$ cat config.mk
export PLATFORM = sky130hd
export DESIGN_NAME = alu_issue_decoder
export DESIGN_NICKNAME = d
export VERILOG_FILES = /design/src/rtl/alu_pkg.sv /design/src/rtl/alu_skid_buffer.sv /design/src/rtl/alu_issue_decoder.sv
export SDC_FILE = /design/constraint.sdc
export NUM_CORES = 1
export LEC_CHECK = 0
export BUFFER_PORTS_ARGS = -buffer_cell sky130_fd_sc_hd__clkbuf_2
export CAP_MARGIN = 10
export CORE_ASPECT_RATIO = 1.75
export CORE_MARGIN = 10
export CORE_UTILIZATION = 58
export CTS_CLUSTER_DIAMETER = 120
export DETAILED_ROUTE_END_ITERATION = 8
export PLACE_DENSITY = 0.85
export RECOVER_POWER = 25
export SKIP_LAST_GASP = 1
export SLEW_MARGIN = 20
export SYNTH_ARGS = -nofsm -noshare
export SYNTH_HDL_FRONTEND = slang
export SYNTH_SLANG_ARGS = --single-unit
$ cat constraint.sdc
create_clock -name clk -period 4 [get_ports clk]
set_input_delay 0.2 -clock clk [delete_from_list [all_inputs] [get_ports clk]]
set_output_delay 0.2 -clock clk [all_outputs]
set_load 0.05 [all_outputs]
$ cat src/rtl/alu_pkg.sv
// -----------------------------------------------------------------------------
// alu_pkg
// Shared definitions between the issue decoder and the datapath ALU:
//   - alu_op_e      : 4-bit ALU op code
//   - OPC_* / FN_*  : MIPS opcode and R-type funct constants
//   - alu_cmd_t     : decoded command {op, nA, nB, wb_reg, illegal}
//   - skid_state_e  : occupancy state of the output skid buffer
//   - alu_decode()  : pure decode of one instruction + register values
// ALU_N is the datapath width (minimum 16); the decoder's N must equal it.
// -----------------------------------------------------------------------------
package alu_pkg;

   localparam int unsigned ALU_N = 32;

   typedef enum logic [3:0] {
      ALU_SHL  = 4'b0001,
      ALU_ADD  = 4'b0010,
      ALU_SHRL = 4'b0011,
      ALU_SHRA = 4'b0100,
      ALU_AND  = 4'b0101,
      ALU_SUB  = 4'b0110,
      ALU_OR   = 4'b0111,
      ALU_XOR  = 4'b1000
   } alu_op_e;

   localparam logic [5:0] OPC_RTYPE = 6'h00;
   localparam logic [5:0] OPC_BEQ   = 6'h04;
   localparam logic [5:0] OPC_BNE   = 6'h05;
   localparam logic [5:0] OPC_ADDI  = 6'h08;
   localparam logic [5:0] OPC_ADDIU = 6'h09;
   localparam logic [5:0] OPC_ANDI  = 6'h0C;
   localparam logic [5:0] OPC_ORI   = 6'h0D;
   localparam logic [5:0] OPC_XORI  = 6'h0E;
   localparam logic [5:0] OPC_LUI   = 6'h0F;
   localparam logic [5:0] OPC_LW    = 6'h23;
   localparam logic [5:0] OPC_SW    = 6'h2B;

   localparam logic [5:0] FN_SLL  = 6'h00;
   localparam logic [5:0] FN_SRL  = 6'h02;
   localparam logic [5:0] FN_SRA  = 6'h03;
   localparam logic [5:0] FN_SLLV = 6'h04;
   localparam logic [5:0] FN_SRLV = 6'h06;
   localparam logic [5:0] FN_SRAV = 6'h07;
   localparam logic [5:0] FN_ADD  = 6'h20;
   localparam logic [5:0] FN_ADDU = 6'h21;
   localparam logic [5:0] FN_SUB  = 6'h22;
   localparam logic [5:0] FN_SUBU = 6'h23;
   localparam logic [5:0] FN_AND  = 6'h24;
   localparam logic [5:0] FN_OR   = 6'h25;
   localparam logic [5:0] FN_XOR  = 6'h26;

   typedef struct packed {
      logic [3:0]       op;
      logic [ALU_N-1:0] nA;
      logic [ALU_N-1:0] nB;
      logic [4:0]       wb_reg;
      logic             illegal;
   } alu_cmd_t;

   typedef enum logic [1:0] {
      SKID_EMPTY = 2'd0,
      SKID_ONE   = 2'd1,
      SKID_FULL  = 2'd2
   } skid_state_e;

   // Anything not matched leaves the all-zero command and raises illegal.
   function automatic alu_cmd_t alu_decode(input logic [31:0]      instr,
                                           input logic [ALU_N-1:0] rs,
                                           input logic [ALU_N-1:0] rt);
      alu_cmd_t         c;
      logic [ALU_N-1:0] sext;
      logic [ALU_N-1:0] zext;
      logic [ALU_N-1:0] shamt;
      logic [ALU_N-1:0] rs_sh;
      sext  = {{(ALU_N-16){instr[15]}}, instr[15:0]};
      zext  = {{(ALU_N-16){1'b0}}, instr[15:0]};
      shamt = {{(ALU_N-5){1'b0}}, instr[10:6]};
      rs_sh = {{(ALU_N-5){1'b0}}, rs[4:0]};
      c     = '0;
      case (instr[31:26])
         OPC_RTYPE: begin
            c.wb_reg = instr[15:11];
            c.nA     = rs;
            c.nB     = rt;
            case (instr[5:0])
               FN_ADD, FN_ADDU: c.op = ALU_ADD;
               FN_SUB, FN_SUBU: c.op = ALU_SUB;
               FN_AND:          c.op = ALU_AND;
               FN_OR:           c.op = ALU_OR;
               FN_XOR:          c.op = ALU_XOR;
               FN_SLL:  begin c.op = ALU_SHL;  c.nA = rt; c.nB = shamt; end
               FN_SRL:  begin c.op = ALU_SHRL; c.nA = rt; c.nB = shamt; end
               FN_SRA:  begin c.op = ALU_SHRA; c.nA = rt; c.nB = shamt; end
               FN_SLLV: begin c.op = ALU_SHL;  c.nA = rt; c.nB = rs_sh; end
               FN_SRLV: begin c.op = ALU_SHRL; c.nA = rt; c.nB = rs_sh; end
               FN_SRAV: begin c.op = ALU_SHRA; c.nA = rt; c.nB = rs_sh; end
               default: c = '{op: 4'b0000, nA: '0, nB: '0, wb_reg: 5'd0, illegal: 1'b1};
            endcase
         end
         OPC_ADDI, OPC_ADDIU, OPC_LW: begin
            c.op = ALU_ADD; c.nA = rs; c.nB = sext; c.wb_reg = instr[20:16];
         end
         OPC_SW: begin
            c.op = ALU_ADD; c.nA = rs; c.nB = sext;
         end
         OPC_ANDI: begin
            c.op = ALU_AND; c.nA = rs; c.nB = zext; c.wb_reg = instr[20:16];
         end
         OPC_ORI: begin
            c.op = ALU_OR; c.nA = rs; c.nB = zext; c.wb_reg = instr[20:16];
         end
         OPC_XORI: begin
            c.op = ALU_XOR; c.nA = rs; c.nB = zext; c.wb_reg = instr[20:16];
         end
         OPC_LUI: begin
            c.op = ALU_SHL; c.nA = zext; c.nB = ALU_N'(16); c.wb_reg = instr[20:16];
         end
         // Branch compare: the ALU Z flag of rs - rt is the outcome.
         OPC_BEQ, OPC_BNE: begin
            c.op = ALU_SUB; c.nA = rs; c.nB = rt;
         end
         default: c.illegal = 1'b1;
      endcase
      return c;
   endfunction

endpackage

$ cat src/rtl/alu_skid_buffer.sv
// -----------------------------------------------------------------------------
// alu_skid_buffer
// Two-entry registered pipeline stage (output register + skid register).
// Ports:
//   clk, rst_n      : clock, asynchronous active-low reset
//   in_valid_i      : upstream payload present
//   in_ready_o      : stage can accept (straight from a flop)
//   data_i [W]      : upstream payload
//   out_valid_o     : payload presented downstream
//   out_ready_i     : downstream accepts
//   data_o [W]      : presented payload (held stable while stalled)
// Handshake: a beat moves on a rising edge where valid && ready; valid never
// depends on ready, and once out_valid_o is high data_o holds until taken.
// -----------------------------------------------------------------------------
module alu_skid_buffer
   import alu_pkg::*;
#(
   parameter int unsigned W = 8
) (
   input  logic         clk,
   input  logic         rst_n,
   input  logic         in_valid_i,
   output logic         in_ready_o,
   input  logic [W-1:0] data_i,
   output logic         out_valid_o,
   input  logic         out_ready_i,
   output logic [W-1:0] data_o
);

   skid_state_e  state_q, state_d;
   logic [W-1:0] out_q, out_d;
   logic [W-1:0] skid_q, skid_d;
   logic         in_ready_q;
   logic         in_fire;
   logic         out_fire;

   assign in_fire  = in_valid_i && in_ready_q;
   assign out_fire = (state_q != SKID_EMPTY) && out_ready_i;

   always_comb begin
      state_d = state_q;
      out_d   = out_q;
      skid_d  = skid_q;
      case (state_q)
         SKID_EMPTY: begin
            if (in_fire) begin
               out_d   = data_i;
               state_d = SKID_ONE;
            end
         end
         SKID_ONE: begin
            if (in_fire && out_fire) begin
               out_d = data_i;
            end else if (in_fire) begin
               skid_d  = data_i;
               state_d = SKID_FULL;
            end else if (out_fire) begin
               state_d = SKID_EMPTY;
            end
         end
         SKID_FULL: begin
            // in_ready is low here, so only the drain can happen.
            if (out_fire) begin
               out_d   = skid_q;
               state_d = SKID_ONE;
            end
         end
         default: state_d = SKID_EMPTY;
      endcase
   end

   always_ff @(posedge clk or negedge rst_n) begin
      if (!rst_n) begin
         state_q    <= SKID_EMPTY;
         out_q      <= '0;
         skid_q     <= '0;
         in_ready_q <= 1'b1;
      end else begin
         state_q    <= state_d;
         out_q      <= out_d;
         skid_q     <= skid_d;
         in_ready_q <= (state_d != SKID_FULL);
      end
   end

   assign in_ready_o  = in_ready_q;
   assign out_valid_o = (state_q != SKID_EMPTY);
   assign data_o      = out_q;

endmodule

$ cat src/rtl/alu_issue_decoder.sv
// -----------------------------------------------------------------------------
// alu_issue_decoder
// Decodes one MIPS instruction (plus its rs/rt register values) per input
// handshake into an ALU command, presented one cycle later from a 2-entry
// skid buffer so ALU stalls never form a combinational ready path upstream.
// Ports:
//   clk, rst_n                 : clock, asynchronous active-low reset
//   in_valid, in_ready         : input handshake (in_ready is a flop)
//   instr, rs_data, rt_data    : instruction word and register-file values
//   out_valid, out_ready       : output handshake
//   op, nA, nB, wb_reg, illegal: decoded ALU command
// N must equal alu_pkg::ALU_N.
// -----------------------------------------------------------------------------
module alu_issue_decoder
   import alu_pkg::*;
#(
   parameter int unsigned N = ALU_N
) (
   input  logic         clk,
   input  logic         rst_n,
   input  logic         in_valid,
   output logic         in_ready,
   input  logic [31:0]  instr,
   input  logic [N-1:0] rs_data,
   input  logic [N-1:0] rt_data,
   output logic         out_valid,
   input  logic         out_ready,
   output logic [3:0]   op,
   output logic [N-1:0] nA,
   output logic [N-1:0] nB,
   output logic [4:0]   wb_reg,
   output logic         illegal
);

   alu_cmd_t dec_cmd;
   alu_cmd_t out_cmd;

   always_comb begin
      dec_cmd = alu_decode(instr, rs_data, rt_data);
   end

   alu_skid_buffer #(
      .W($bits(alu_cmd_t))
   ) u_skid (
      .clk        (clk),
      .rst_n      (rst_n),
      .in_valid_i (in_valid),
      .in_ready_o (in_ready),
      .data_i     (dec_cmd),
      .out_valid_o(out_valid),
      .out_ready_i(out_ready),
      .data_o     (out_cmd)
   );

   assign op      = out_cmd.op;
   assign nA      = out_cmd.nA;
   assign nB      = out_cmd.nB;
   assign wb_reg  = out_cmd.wb_reg;
   assign illegal = out_cmd.illegal;

endmodule

# ---- Word level (Yosys, flattened, before mapping)
# Cells that the tools add are included.
dict set report word_totals {
  n_memories 0
  regBits 151
  latchBits 0
  wordCells 72
  ram_bits 0
  romBits 0
}
dict set report classes {
  reduce_logical 23
  n_mux 16
  addsub 0
  div 0
  magnitude_cmp 0
  n_eq_ne 28
  multipliers 0
  n_bitwise 1
  n_shift 0
}
# operator count
set ops {}
lappend ops {{$pmux W68 S7} 1}
lappend ops {{$mux W74} 3}
lappend ops {{$pmux W74 S3} 1}
lappend ops {{$pmux W64 S3} 1}
lappend ops {{$eq A6 B6 Y1 const B} 9}
lappend ops {{$eq A6 B4 Y1 const B} 6}
lappend ops {{$pmux W4 S8} 1}
lappend ops {{$eq A6 B3 Y1 const B} 5}
lappend ops {{$reduce_or A7 Y1} 2}
lappend ops {{$reduce_or A13 Y1} 1}
lappend ops {{$eq A6 B2 Y1 const B} 2}
lappend ops {{$logic_not A6 Y1} 2}
lappend ops {{$reduce_or A2 Y1} 6}
lappend ops {{$mux W2} 5}
lappend ops {{$pmux W5 S2} 1}
lappend ops {{$reduce_or A10 Y1} 1}
lappend ops {{$mux W6} 1}
lappend ops {{$ne A2 B1 Y1 const B} 3}
lappend ops {{$pmux W2 S3} 1}
lappend ops {{$reduce_or A3 Y1} 2}
lappend ops {{$reduce_and A4 Y1} 1}
lappend ops {{$reduce_or A4 Y1} 1}
lappend ops {{$logic_and A1 B1 Y1} 3}
lappend ops {{$reduce_and A3 Y1} 1}
lappend ops {{other kinds (8)} 8}

# ---- Longest topological paths before layout
# Gate-level depths: netlist (run 1).
dict set report logic_depth {
  word_depth 7
  mapped_depth 8
}

# ---- Hierarchy
# A second synthesis (run 1) with hierarchy kept.
dict set report unflattened {
  cells_unflattened 638
  hier_area_um2 8022.7
}
# mod n_inst area_per_inst_um2 cells_per_inst
set by_module_without_submodules {}
lappend by_module_without_submodules {alu_skid_buffer 1 6471.2 428}
lappend by_module_without_submodules {alu_issue_decoder 1 1551.5 210}

# ---- Worst setup path before layout (run 1)
# No wires, ideal clock.
dict set report synth_timing {
  kind {reg-to-reg}
  start {register u_skid.in_ready_q (netlist: u_skid.in_ready_o)}
  end {register u_skid.skid_q[28]}
  setup_ns 0.133
  path_stages_with_launch 7
  n_path_buf 1
  arrival_time_ns 1.812
  setup_slack_ns 2.055
  path_cell_list {dfstp_2 -> nand2_1 -> nor2_1 -> nand2_1 -> nor2_1 -> clkbuf_1 -> a21oi_1}
}
dict set report synth_via {
  elab_chain_cells 4
}
# element line_no
set synth_lines {}
lappend synth_lines {{start: declaration} alu_skid_buffer.sv:33} ;# logic in_ready_q;
lappend synth_lines {{start signal: assignment} alu_skid_buffer.sv:82} ;# in_ready_q <= (state_d != SKID_FULL);
lappend synth_lines {{$logic_and A1 B1 Y1 (*)} alu_skid_buffer.sv:37} ;# assign in_fire = in_valid_i && in_ready_q;
lappend synth_lines {{$logic_and A1 B1 Y1} alu_skid_buffer.sv:52} ;# if (in_fire && out_fire) begin
lappend synth_lines {{$not A1 Y1 (no source line)} --}
lappend synth_lines {{$reduce_and A3 Y1 (no source line) (*)} --}
lappend synth_lines {{end signal: assignment} alu_skid_buffer.sv:81} ;# skid_q <= skid_d;
lappend synth_lines {{end: declaration} alu_skid_buffer.sv:32} ;# logic [W-1:0] skid_q, skid_d;
# Mark *: on every way between the ends. The rest lies on a longest branch, timed or not.
# A chain may end at the register's enable or synchronous reset.

==> reports/metrics.yaml, run 1 <==
status:
  violations: "capacitance limit, slew limit"
  status: "complete, but fails checks"
placement:
  dp_hpwl_um: 16000
  port_buffers: 170
  dp.cells: 1086
  place_congestion: 0.904
floorplan:
  die_x_um: 106
  pin_count: 176
  coreArea_um2: 12500
  rows: 54
  die_y_um: 170
  start_util: 0.595
  dieArea_um2: 17900
worst_setup_path:
  crit_buf_inv: 2
  reg2reg_depth: 5
  path_depth: 2
  slowest_delay_ps: 1790
  criticalPathCategory: "primary input to async pin"
  cp.required_ps: 3980
  cp_cell_sequence: "dlygate4sd3_1, clkbuf_2"
  crit_family: "buffers and inverters"
  worstPathMaxFanout: 103
  cp-start-kind: "primary input"
  crit_arrival_ps: 2610
  endpoint_kind: "async pin"
  cp_slowest_cell: "clkbuf_2"
sta:
  rsz0062_at_grt: "no"
  whs_ps: 19.4
  fmax_ghz: 0.381
  hold_viol_final: 0
  period_share: 0.657
  slew_headroom: -0.720
  fin_worst_skew_ps: 7.74
  drv_slew: 104
  fin_crit_ps: 2630
  setup_violations: 0
  tightestPinTransition_ps: 2580
  fin_setup_tns_ps: 0
cts:
  cts_htree_levels: 4
  cts_buffer_depth: 2
  clkTransAtPathRegs_ps: 60
  cts_resized: 0
  cts-buffers-inserted: 17
  cts_sinks: 151
  clock_latency_ps: 430
  root_buffer: "clkbuf_16"
  cts_tree: "built"
grt:
  antenna_found_initial: 0
  grt.total_usage: 0.264
  grt_pass1_vias: 7312
  grt_max_degree: 104
  gr-total-overflow: 0
  grt_pass1_wl_um: 38100
drt:
  ant_nets: 0
  routed_wl_um: 23700
  wl_met2_um: 12000
  wl_met1_um: 8370
  wl_met3_um: 2150
  first_pass_iters: 9
  wl_per_cell_um: 21.2
  vias: 7193
  vias_per_cell: 6.43
  drtIter0Drc: 673
  drc: 0
  top_layer: "met4"
synthesis:
  netlist.area_leader.share: 0.504
  yosys_warnings: 0
  netlist_area_um2: 7440
  synth-seq-cells: 151
  synth_area_leader_cell: "dfrtp_1"
  synth_sequential_area_ratio: 0.508
  synthMostInstantiatedCell: "dfrtp_1"
  async_flop_share: 1.00
  synth_cells: 805
  synth.top_cells.by_area: "dfrtp_1 50%, nor2_1 5.9%, nand2_1 4.3%"
  synth_edf_count: 0
  synth_ff_type: "dfrtp_1"
  syn_area_per_cell_um2: 9.25
  synth_commonest_cells: "150 x dfrtp_1, 117 x nor2_1, 85 x nand2_1, 49 x nor3_1, 44 x a21oi_1"
  ys_types: 54
  syn_nets: 905
final_layout:
  syn_to_final_growth_pct: 19.9
  postLayoutCoreUtil: 0.714
  diodes: 0
  fin_cells: 1119
  layout-drive-gt1-share: 0.262
  final_nets: 1038
power_and_ir_drop:
  p_per_area_nw_per_um2: 863
  leakage_uw: 0.00385
  peakVddDrop_uv: 442
hold_path:
  hold_path_depth: 3
  hold_class: "primary input to flop"
job:
  drv_cap: 1
[layout by cell type, fill, tap and decap left out, drive strengths merged, types with 2 or more instances in the layout]
cell type,n
a222oi,16
o22a,3
nand3,7
a21o,2
o32ai,2
and3b,2
a21oi,45
clkbuf,190
mux2i,7
nand3b,4
clkinv,3
nor2,119
bufinv,2
a31oi,41
or2,2
or3,16
o21bai,4
a22oi,9
o21ai,47
o41a,2
o31ai,17
clkinvlp,2
dfrtp,150
nor3,52
nand2b,5
and3,4
o22ai,2
nor2b,5
a221oi,23
nand4b,2
inv,9
a211oi,33
nand2,97
buf,14
[report_power, final]
group | total, uW | switching (uW) | internal, uW
combinational | 3390 | 2530 | 860
clock | 1650 | 668 | 980
sequential | 2660 | 407 | 2250
[cell families after synthesis]
| group | Yosys count | synth area share |
|---|---|---|
| flip-flops | 151 | 0.508 |
| buffers and inverters | 75 | 0.0496 |
| multiplexers | 7 | 0.00941 |
| AO/OA/AOI/OAI | 253 | 0.234 |
| AND/OR/NAND/NOR | 319 | 0.200 |
[state kept, by name, indices dropped and copies added (netlist names)]
signal,count
u_skid.skid_q,74
u_skid.in_ready_o,1
u_skid.state_q,2
u_skid.data_o,74
[metal layers]
| metal | global-route usage | vias up |
|---|---|---|
| li1 | - | 3227 |
| met1 | 0.297 | 3438 |
| met2 | 0.448 | 456 |
| met3 | 0.0643 | 72 |
| met4 | 0.149 | 0 |
| met5 | 0 | - |
[per-stage QoR]
step	setup WS (ps)	cell area, um^2	total power (uW)
after CTS	1440	8930	7720
after global routing	956	8920	8100
final	1370	8920	7700
after floorplan	2060	7440	5090
after global placement	1530	8310	5960
after detailed placement	1470	8310	6050
[final timing paths]
check | slack, ps | startpoint | endpoint
worst max register to register | 1420 | u_skid.state_q[0] | u_skid.data_o[30]
max in group clk | 1420 | u_skid.state_q[0] | u_skid.data_o[30]
min in group asynchronous | 1090 | rst_n | u_skid.data_o[1]
worst min-delay path | 20 | rs_data[25] | u_skid.skid_q[63]
worst min register to register | 470 | u_skid.skid_q[71] | u_skid.skid_q[71]
worst max-delay path | 1370 | rst_n | u_skid.data_o[47]
[repair_timing]
item                                    4_1_cts  5_1_grt
hold buffers                                  1        0
endpoints found under the setup margin        0        0
hold endpoints to repair                    100        0
setup buffers                                 0        0
[cell type report]
cell class / count / area, um^2
sequential: 151 / 3780
clock inverter: 12 / 140
fill: 949 / 3580
timing repair buffer: 185 / 978
inverter: 4 / 15.0
multi-input combinational: 579 / 3330
clock buffer: 20 / 467
tap: 168 / 210
(Power assumes the default switching activity.)
==> inputs of run 2 (changes only) <==
--- a/config.mk
+++ b/config.mk
@@ -5,14 +5,15 @@
 export SDC_FILE = /design/constraint.sdc
 export NUM_CORES = 1
 export LEC_CHECK = 0
+export ABC_AREA = 1
 export BUFFER_PORTS_ARGS = -buffer_cell sky130_fd_sc_hd__clkbuf_2
 export CAP_MARGIN = 10
 export CORE_ASPECT_RATIO = 1.75
 export CORE_MARGIN = 10
-export CORE_UTILIZATION = 58
+export CORE_UTILIZATION = 49
 export CTS_CLUSTER_DIAMETER = 120
 export DETAILED_ROUTE_END_ITERATION = 8
-export PLACE_DENSITY = 0.85
+export PLACE_DENSITY = 0.76
 export RECOVER_POWER = 25
 export SKIP_LAST_GASP = 1
 export SLEW_MARGIN = 20
==> constraint.sdc (replaced) <==
create_clock -name clk -period 2.4 [get_ports clk]
set_input_delay 0.12 -clock clk [delete_from_list [all_inputs] [get_ports clk]]
set_output_delay 0.12 -clock clk [all_outputs]
set_load 0.05 [all_outputs]
==> run 2 against run 1 <==
The run now ends clean. Via count grew 8.7%. Design area grew 11%. Clock power grew 73%. Worst hold slack lost 8.7 ps. Final cell count grew 34%. Critical path depth grew 4. Highest routed layer unchanged.
==> reports/metrics.yaml, run 2 <==
power_and_ir_drop:
  p_sw_uw: 4950
  leakage_uw: 0.00552
  p_int_uw: 6740
  p_per_area_nw_per_um2: 1180
  clockPowerShare: 0.245
  peakVddDrop_uv: 790
  combPwrFrac: 0.412
  swShare: 0.423
  seqPwrFrac: 0.343
worst_setup_path:
  worstPathMaxFanout: 64
  endpoint_kind: "flop"
  rr_startpoint: "u_skid.in_ready_o"
  cp-start-kind: "flop"
  cp.required_ps: 2760
  criticalPathCategory: "flop to flop"
  reg2reg_to: "u_skid.skid_q[66]"
  reg2reg_depth: 6
  r2r_slack_ps: 200
  crit_arrival_ps: 2570
drt:
  vias_per_cell: 5.21
  first_pass_iters: 7
  vias: 7818
  wl_met3_um: 1680
  drc: 0
  routed_wl_um: 24700
  wl_met1_um: 8860
  drtIter0Drc: 585
  wl_met2_um: 12600
  ant_nets: 0
  wl_per_cell_um: 16.4
  top_layer: "met4"
synthesis:
  netlist.area_leader.share: 0.479
  synth_area_leader_cell: "dfrtp_1"
  synth_mux_area_frac: 0
  synth_top_family_by_area: "simple AND/OR/NAND/NOR gates"
  synth-seq-cells: 151
  syn_nets: 1208
  synth_cells: 1108
  netlist_area_um2: 7840
  synth.top_cells.by_area: "dfrtp_1 48%, nand2_1 21%, nor2_1 7.2%"
  synth_edf_count: 0
  ys_types: 24
  synthSimpleGateAreaFrac: 0.338
  synth_commonest_cells: "438 x nand2_1, 150 x dfrtp_1, 150 x nor2_1, 75 x inv_1, 64 x nand3_1"
  synthXorXnorAreaFrac: 0
  synth_ff_type: "dfrtp_1"
  synth_sequential_area_ratio: 0.482
  yosys_warnings: 0
  synth-compound-area-share: 0.105
  async_flop_share: 1.00
  synthAdderAreaFrac: 0
  synthMostInstantiatedCell: "nand2_1"
  syn_area_per_cell_um2: 7.08
grt:
  antenna_found_initial: 0
  grt_pass1_wl_um: 40300
  grt.total_usage: 0.236
  grt_pass1_vias: 7991
  gr-total-overflow: 0
  grt_max_degree: 85
hold_path:
  hold_path_depth: 3
  hold_start: "instr[20]"
  holdPathEnd: "u_skid.skid_q[5]"
  hold_class: "primary input to flop"
final_layout:
  final_nets: 1399
  syn_to_final_growth_pct: 26.8
  layout-drive-gt1-share: 0.177
  diodes: 0
  final_cell_mix: "437 x nand2_1, 170 x clkbuf_2, 150 x nor2_1, 150 x dfrtp_1, 75 x inv_1"
  nFillCells: 1454
  final_area_um2: 9940
  final_common_cell: "nand2_1"
sta:
  drv_slew: 0
  rsz0062_at_grt: "no"
  fin_crit_ps: 2200
  setup_violations: 0
  hold_viol_final: 0
  fmax_ghz: 0.454
  fin_worst_skew_ps: 7.67
  slew_headroom: 0.274
  period_share: 0.919
  tightestPinTransition_ps: 1090
  fin_setup_tns_ps: 0
cts:
  clock_latency_ps: 430
  cts_tree: "built"
  cts_htree_levels: 4
  cts_sinks: 151
  post_cts_buffers: 0
  clkTransAtPathRegs_ps: 60
  cts-buffers-inserted: 17
  root_buffer: "clkbuf_16"
  cts_buffer_depth: 2
floorplan:
  rows: 61
  dieArea_um2: 21700
  pin_count: 176
  die_x_um: 116
  die_y_um: 187
  start_util: 0.496
  coreArea_um2: 15800
placement:
  postPlaceCellArea_um2: 8890
  port_buffers: 170
  place_congestion: 0.945
  dp_hpwl_um: 17900
job:
  drv_cap: 0
status:
  status: "completed"
[run 2: cell types whose count changed after synthesis, sizes merged, moves of 28 or more]
| cell | delta |
|---|---|
| nand3 | +61 |
| nor3 | -50 |
| inv | +75 |
| a211oi | -33 |
| nand2 | +344 |
| nor2 | +34 |
| clkbuf | -28 |
[run 2: layer usage]
metal | vias to the layer above | track usage
li1 | 3887 | -
met1 | 3619 | 0.250
met2 | 250 | 0.401
met3 | 62 | 0.0601
met4 | 0 | 0.152
met5 | - | 0
[run 2: layout make-up]
type                       count  area (um^2)  share of cell area
multi-input combinational    820         3490               0.351
sequential                   151         3780               0.380
timing repair buffer         230         1510               0.152
clock inverter                13          195              0.0196
inverter                      79          297              0.0298
tap                          189          236              0.0238
clock buffer                  19          433              0.0436
[run 2: worst max-delay path: stages (launching register included)]
cell and delay, ps:
dfstp_1 540, nand3_1 140, nor3_2 320, buf_12 300, nor2_1 80, a31oi_1 160
dlygate4sd3_1 580
[run 2: per-stage QoR]
stage | power [uW] | instances | setup WS, ps | util | hold slack (ps)
after floorplan | 7440 | 1108 | 662 | - | -176
after global placement | 8600 | 1425 | 606 | 0.563 | 69.8
after detailed placement | 8730 | 1425 | 606 | 0.563 | 67.2
after CTS | 11800 | 1501 | 254 | 0.630 | 1.55
after global routing | 12500 | 1501 | 91.9 | 0.629 | 1.62
final | 11700 | 1501 | 195 | 0.629 | 10.7
[run 2: logic make-up (layout without fill, tap and decap cells)]
kind of cell | Yosys count | after routing
buffers and inverters | 137 | 341
AND/OR/NAND/NOR | 667 | 667
flip-flops | 151 | 151
AO/OA/AOI/OAI | 153 | 153
[run 2: worst max-delay path by stage]
| stage | start | to | cells past startpoint |
|---|---|---|---|
| finish | u_skid.in_ready_o | u_skid.skid_q[66] | 6 |
| global route | u_skid.in_ready_o | u_skid.skid_q[66] | 6 |
| CTS | u_skid.in_ready_o | u_skid.skid_q[66] | 6 |
| detailed placement | instr[2] | u_skid.data_o[42] | 12 |
| global placement | instr[1] | u_skid.data_o[51] | 12 |
| floorplan | u_skid.in_ready_o | u_skid.skid_q[31] | 5 |
[run 2: timing repair]
item	in CTS	in global routing
hold buffers	44	0
gates resized for setup	0	0
endpoints found under the hold margin	77	0
setup endpoints to repair	0	0
[run 2: power groups by stage]
stage                     Clock [uW]  Sequential [uW]  Combinational [uW]
after global routing            3020             4130                5360
after floorplan                    0             5170                2270
final                           2860             4010                4820
after global placement             0             3990                4600
after CTS                       2910             4010                4860
after detailed placement           0             4040                4690
